<file path="src/rtl/sorted_array_tx_pkg.sv">
// Shared definitions for the sorted-array serial transmitter: RAM geometry,
// default bit period, sequencing states and small address helpers.
package sorted_array_tx_pkg;

    localparam int DEPTH      = 16;
    localparam int AW         = 4;
    localparam int DW         = 8;
    localparam int DEF_DIV    = 5208;
    localparam int FRAME_BITS = 10;

    localparam logic [AW-1:0] ADDR_FIRST = AW'(0);
    localparam logic [AW-1:0] ADDR_LAST  = AW'(DEPTH - 1);

    typedef enum logic [2:0] {
        ST_IDLE    = 3'd0,
        ST_RD      = 3'd1,
        ST_WAIT    = 3'd2,
        ST_START_B = 3'd3,
        ST_DATA_B  = 3'd4,
        ST_STOP_B  = 3'd5
    } state_t;

    // Next address in the selected walk order (modulo 2**AW).
    function automatic logic [AW-1:0] step_addr(input logic [AW-1:0] addr,
                                                input logic            desc);
        logic [AW-1:0] nxt;
        if (desc) begin
            nxt = addr - 1'b1;
        end else begin
            nxt = addr + 1'b1;
        end
        return nxt;
    endfunction

    // True when addr is the final word of the selected walk order.
    function automatic logic is_last_addr(input logic [AW-1:0] addr,
                                          input logic            desc);
        logic last;
        if (desc) begin
            last = (addr == ADDR_FIRST);
        end else begin
            last = (addr == ADDR_LAST);
        end
        return last;
    endfunction

endpackage

</file>
<file path="src/rtl/sorted_array_tx_tx_frame.sv">
// One UART 8N1 frame: loads a byte, drives start/data/stop bits of DIV clocks
// each on txd, and raises frame_done during the last clock of the stop bit so
// the sequencer can act on the very edge the stop bit ends.
module tx_frame
    import sorted_array_tx_pkg::*;
#(
    parameter int DIV = DEF_DIV
) (
    input  logic          clk,
    input  logic          rst_n,
    input  logic          load,
    input  logic [DW-1:0] data,
    output logic          txd,
    output logic          frame_done
);

    localparam int DIVW = (DIV > 1) ? $clog2(DIV) : 1;
    localparam logic [DIVW-1:0] DIV_LAST = DIVW'(DIV - 1);
    localparam logic [DIVW-1:0] DIV_PRE  = DIVW'(DIV - 2);
    localparam logic [2:0]      BIT_LAST = 3'(DW - 1);

    state_t          phase_r;
    logic [DIVW-1:0] div_r;
    logic [2:0]      bit_r;
    logic [DW-1:0]   shift_r;
    logic            txd_r;
    logic            done_r;
    logic            div_end_s;

    // Divider wrap marks the end of the current bit period.
    always_comb begin
        div_end_s = 1'b0;
        if (div_r == DIV_LAST) begin
            div_end_s = 1'b1;
        end else begin
            div_end_s = 1'b0;
        end
    end

    // Bit-phase sequencing, divider, bit counter, shifter and serial line.
    always_ff @(posedge clk or negedge rst_n) begin
        if (!rst_n) begin
            phase_r <= ST_IDLE;
            div_r   <= {DIVW{1'b0}};
            bit_r   <= 3'd0;
            shift_r <= {DW{1'b0}};
            txd_r   <= 1'b1;
            done_r  <= 1'b0;
        end else begin
            // Registered one clock early so it is high during the last stop clock.
            done_r <= (phase_r == ST_STOP_B) && (div_r == DIV_PRE);
            if (load) begin
                phase_r <= ST_START_B;
                shift_r <= data;
                txd_r   <= 1'b0;
                div_r   <= {DIVW{1'b0}};
                bit_r   <= 3'd0;
            end else begin
                case (phase_r)
                    ST_START_B: begin
                        if (div_end_s) begin
                            div_r   <= {DIVW{1'b0}};
                            txd_r   <= shift_r[0];
                            bit_r   <= 3'd0;
                            phase_r <= ST_DATA_B;
                        end else begin
                            div_r <= div_r + 1'b1;
                        end
                    end
                    ST_DATA_B: begin
                        if (div_end_s) begin
                            div_r <= {DIVW{1'b0}};
                            if (bit_r == BIT_LAST) begin
                                txd_r   <= 1'b1;
                                phase_r <= ST_STOP_B;
                            end else begin
                                shift_r <= shift_r >> 1;
                                txd_r   <= shift_r[1];
                                bit_r   <= bit_r + 1'b1;
                            end
                        end else begin
                            div_r <= div_r + 1'b1;
                        end
                    end
                    ST_STOP_B: begin
                        if (div_end_s) begin
                            div_r   <= {DIVW{1'b0}};
                            phase_r <= ST_IDLE;
                        end else begin
                            div_r <= div_r + 1'b1;
                        end
                    end
                    default: begin
                        phase_r <= ST_IDLE;
                        div_r   <= {DIVW{1'b0}};
                        txd_r   <= 1'b1;
                    end
                endcase
            end
        end
    end

    assign txd        = txd_r;
    assign frame_done = done_r;

endmodule

</file>
<file path="src/rtl/sorted_array_tx.sv">
// Reads all DEPTH words of the sort RAM in ascending or descending address
// order and sends each as a UART 8N1 frame. The sequencer walks RD -> WAIT ->
// frame for every word; tx_frame owns the bit timing.
module sorted_array_tx
    import sorted_array_tx_pkg::*;
#(
    parameter int DIV = DEF_DIV
) (
    input  logic          C,
    input  logic          anR,
    input  logic          START,
    input  logic          DESC,
    input  logic [DW-1:0] RAMQ,
    output logic [AW-1:0] ADDRQ,
    output logic          TxDQ,
    output logic          BUSYQ,
    output logic          DONEQ
);

    // ST_START_B here means "a frame is in flight"; tx_frame walks the
    // start/data/stop phases itself.
    state_t        state_r;
    logic [AW-1:0] addr_r;
    logic          busy_r;
    logic          done_r;
    logic          desc_r;
    logic          load_r;
    logic          frame_done_s;
    logic          txd_s;

    // Address / pass sequencer with registered BUSY and DONE.
    always_ff @(posedge C or negedge anR) begin
        if (!anR) begin
            state_r <= ST_IDLE;
            addr_r  <= ADDR_FIRST;
            busy_r  <= 1'b0;
            done_r  <= 1'b0;
            desc_r  <= 1'b0;
            load_r  <= 1'b0;
        end else begin
            done_r <= 1'b0;
            load_r <= 1'b0;
            case (state_r)
                ST_IDLE: begin
                    if (START) begin
                        addr_r  <= DESC ? ADDR_LAST : ADDR_FIRST;
                        desc_r  <= DESC;
                        busy_r  <= 1'b1;
                        state_r <= ST_RD;
                    end else begin
                        state_r <= ST_IDLE;
                    end
                end
                ST_RD: begin
                    // RAM samples ADDRQ at this edge; byte is valid during WAIT.
                    load_r  <= 1'b1;
                    state_r <= ST_WAIT;
                end
                ST_WAIT: begin
                    // tx_frame captures RAMQ and drops the line at this edge.
                    state_r <= ST_START_B;
                end
                ST_START_B: begin
                    if (frame_done_s) begin
                        if (is_last_addr(addr_r, desc_r)) begin
                            busy_r  <= 1'b0;
                            done_r  <= 1'b1;
                            state_r <= ST_IDLE;
                        end else begin
                            addr_r  <= step_addr(addr_r, desc_r);
                            state_r <= ST_RD;
                        end
                    end else begin
                        state_r <= ST_START_B;
                    end
                end
                default: begin
                    state_r <= ST_IDLE;
                    busy_r  <= 1'b0;
                end
            endcase
        end
    end

    tx_frame #(
        .DIV(DIV)
    ) u_tx_frame (
        .clk       (C),
        .rst_n     (anR),
        .load      (load_r),
        .data      (RAMQ),
        .txd       (txd_s),
        .frame_done(frame_done_s)
    );

    assign ADDRQ = addr_r;
    assign TxDQ  = txd_s;
    assign BUSYQ = busy_r;
    assign DONEQ = done_r;

endmodule

</file>
<file path="config.mk">
export PLATFORM = sky130hd
export DESIGN_NAME = sorted_array_tx
export DESIGN_NICKNAME = d
export VERILOG_FILES = /design/src/rtl/sorted_array_tx_pkg.sv /design/src/rtl/sorted_array_tx_tx_frame.sv /design/src/rtl/sorted_array_tx.sv
export SDC_FILE = /design/constraint.sdc
export NUM_CORES = 1
export LEC_CHECK = 0
export ABC_AREA = 1
export CORE_UTILIZATION = 55
export DETAILED_ROUTE_END_ITERATION = 8
export DONT_BUFFER_PORTS = 1
export PLACE_DENSITY = 0.7
export SLEW_MARGIN = 30
export SYNTH_ARGS = -nofsm -noshare
export SYNTH_HDL_FRONTEND = slang
export SYNTH_SLANG_ARGS = --single-unit
</file>
<file path="constraint.sdc">
create_clock -name C -period 1.9 [get_ports C]
set_clock_uncertainty 0.15 [all_clocks]
set_input_delay 0.285 -clock C [delete_from_list [all_inputs] [get_ports C]]
set_output_delay 0.285 -clock C [all_outputs]
set_load 0.01 [all_outputs]
</file>
==> results.py <==
metrics = {
    "finish": {
        "nets": 342,
        "drive_gt1_frac": 0.1125,
        "antennaDiodeCount": 0,
        "area_delta_synth_final_pct": 10.17,
        "instances_no_fill": 370,
        "fin_area_sq_mm": 0.002561,
    },
    "setup_path": {
        "crit_type": "reg2reg",
        "cp.required_ps": 1940,
        "max_stage_delay_ps": 400,
        "cp_max_fo": 9,
        "cp_cell_sequence": "ha_1 > nand3_1 > nor2_1 > nand2_2 > nand2_4 > buf_12 > nor3_1",
        "rr_startpoint": "u_tx_frame.div_r[0]$_DFF_PN0_",
        "critPathLaunch": "u_tx_frame.div_r[0]$_DFF_PN0_",
        "startpoint_type": "flip-flop",
        "cp-end-kind": "flip-flop",
        "crit_family": "simple AND/OR/NAND/NOR gates",
        "slowest_stage": "dfrtp_1",
        "arrival_ps": 1750,
        "path_buf_inv": 1,
    },
    "placed_design": {
        "pre_cts_slack_ps": 194.9,
        "placement.io_buffers": 0,
        "dpl_cell_area_sq_mm": 0.002412,
        "dp.cells": 357,
        "routabilityCongestion": 0.7706,
        "hpwl_um": 3072,
    },
    "outcome": {
        "status": "completed",
    },
    "cts": {
        "clk_pin_slew_ps": 80,
        "cts_root_buf": "clkbuf_8",
        "clkLatencyLatePin_ps": 300,
        "ctsResizeCount": 0,
        "htreeDepth": 2,
        "numCtsBuffers": 5,
        "tritoncts": "yes",
        "clock-sinks": 39,
        "cts_buffer_depth": 2,
    },
    "sta": {
        "setup_viol": 0,
        "worst_pin_slew_ps": 424.2,
        "slew-limit-headroom": 0.7151,
        "layout_setup_ws_ps": 185.0,
        "max_clock_freq_ghz": 0.5831,
        "min_period_over_period": 0.9026,
        "period_needed_ps": 1715,
        "finalHoldViolCount": 0,
        "maxSlewViolCount": 0,
        "rsz0062_at_grt": "false",
        "setup_tns_ps": 0,
    },
    "die": {
        "die_area_sq_mm": 0.004491,
        "core-area_sq_mm": 0.004029,
        "io_pins": 19,
        "num_rows": 23,
        "initial_core_util": 0.5770,
        "fp.dieW_um": 67.02,
        "die_y_um": 67.02,
    },
    "hold_path": {
        "hp-class": "in2reg",
        "hold_start": "START",
    },
    "synthesis": {
        "synth_cells": 305,
        "ys_ff_latch": 39,
        "ys_top_cells_by_area": "dfrtp_1, nand2_1, nand3_1",
        "synth_area_sq_mm": 0.002325,
        "yosysTopAreaCell": "dfrtp_1",
        "yosys_warnings": 0,
        "synth_top_cell_area_share": 0.4090,
        "synth_common_cells": "nand2_1, dfrtp_1, nand3_1, inv_1, nor2_1",
        "syn_area_per_cell_sq_um": 7.622,
        "async_reset_ff_frac": 1.000,
        "syn_nets": 328,
        "synth_flop_cell": "dfrtp_1",
        "seq_area_frac_synth": 0.4203,
        "yosysMostFrequentCell": "nand2_1",
        "yosysUniqueCellTypes": 28,
        "synth_edf_count": 0,
    },
    "power_and_ir_drop": {
        "finalPower_w": 0.001492,
        "power.leakage_nw": 1.281,
        "power.density_mw_per_mm2": 582.5,
        "peakVddDrop_v": 0.0004322,
    },
    "drt": {
        "postRouteWirelength_um": 4394,
        "drc_errors": 0,
        "routedWlPerCell_um": 11.88,
        "viasPerCell": 5.089,
        "drtIter0Drc": 111,
        "dr.pass1.iters": 4,
        "vias": 1883,
        "postRouteAntennaNets": 0,
    },
    "global_route": {
        "grt_first_pass_wirelength_um": 7189,
        "overflow": 0,
        "first_global_vias": 1652,
        "grt.total_usage": 0.2162,
        "grt_max_degree": 40,
        "antenna_found_initial": 0,
    },
    "run": {
        "drv_cap": 0,
    },
}
-- per-layer routing --
metal  up-vias  part of all wire  GRT usage
met5         -                 0          0
li1        990                 -          -
met4         0             0.016    0.09574
met3         8             0.032    0.04795
met2        25              0.47     0.3488
met1       860              0.49     0.2726
-- metrics by stage --
stage	hold slack (ps)	util
floorplan	-160.6	-
global placement	-159.8	0.5988
detailed placement	-159.7	0.5988
CTS	2.509	0.6357
global route	15.84	0.6357
finish	7.088	0.6357
-- worst paths after layout --
path / end / cells past startpoint / slack, ps
setup reg to reg: u_tx_frame.div_r[7]$_DFF_PN0_ / 7 / 190
setup / recovery: u_tx_frame.div_r[7]$_DFF_PN0_ / 7 / 190
hold / removal: desc_r$_DFFE_PN0N_ / 2 / 7
hold reg to reg: u_tx_frame.shift_r[1]$_DFFE_PN0P_ / 2 / 320
max in group asynchronous: u_tx_frame.txd$_DFFE_PN1P_ / 2 / 1040
min in group asynchronous: u_tx_frame.shift_r[2]$_DFFE_PN0P_ / 2 / 300
-- where the power goes --
group          switching, W  leakage [nW]  internal (W)
Clock              0.000310        0.0402      0.000255
Combinational     0.0000440         0.777     0.0000292
Sequential        0.0000114         0.464      0.000842
-- cells by family (layout without fill, tap and decap cells) --
logic type	after synthesis	count (layout)	synth area share
and+or+nand+nor	204	204	0.4053
DFF	39	39	0.4203
buffers and inverters	32	47	0.05920
AOI/OAI and AO/OA	15	15	0.03768
adders and majority gates	11	11	0.06243
xor gates and xnor gates	4	4	0.01507
-- cell type report --
type	count	area, sq um
fill	373	1468
multi-input combinational	234	1210
sequential	39	977.2
timing repair buffer	11	117.6
inverter	28	105.1
clock buffer	5	68.82
tap	50	62.56
clock inverter	3	20.02
-- registers in the layout, indices dropped and copies added, names as in the netlist --
register,cells
u_tx_frame.shift_r,8
state_r,2
desc_r,1
load_r,1
ADDRQ,4
u_tx_frame.frame_done,1
u_tx_frame.bit_r,3
u_tx_frame.div_r,13
u_tx_frame.phase_r,3
DONEQ,1
BUSYQ,1
u_tx_frame.txd,1
-- cell usage in the layout, fill, tap and decap left out, types with 2 or more instances in the layout --
cell type | netlist | layout
clkinvlp_4 | 0 | 2
nor2_4 | 8 | 8
clkbuf_8 | 0 | 5
nand2_2 | 4 | 4
buf_4 | 0 | 5
nor2_2 | 3 | 3
buf_12 | 1 | 2
nor3b_1 | 2 | 2
nand2_1 | 114 | 114
nand2_4 | 2 | 2
dlygate4sd3_1 | 0 | 4
nand4_1 | 8 | 8
ha_1 | 10 | 10
nor3_1 | 3 | 3
o21ai_0 | 8 | 8
inv_1 | 27 | 27
xor2_1 | 3 | 3
nand3_1 | 32 | 32
nor2_1 | 25 | 25
dfrtp_1 | 38 | 38
a21oi_1 | 4 | 4
nand3b_1 | 2 | 2
-- what timing repair did --
| action | 4_1_cts | 5_1_grt |
|---|---|---|
| endpoints found under the hold margin | 42 | 0 |
| endpoints found under the setup margin | 0 | 0 |
| hold buffers | 5 | 0 |
| setup buffers | 0 | 0 |
Note: power is estimated with default switching activity, not from simulation.
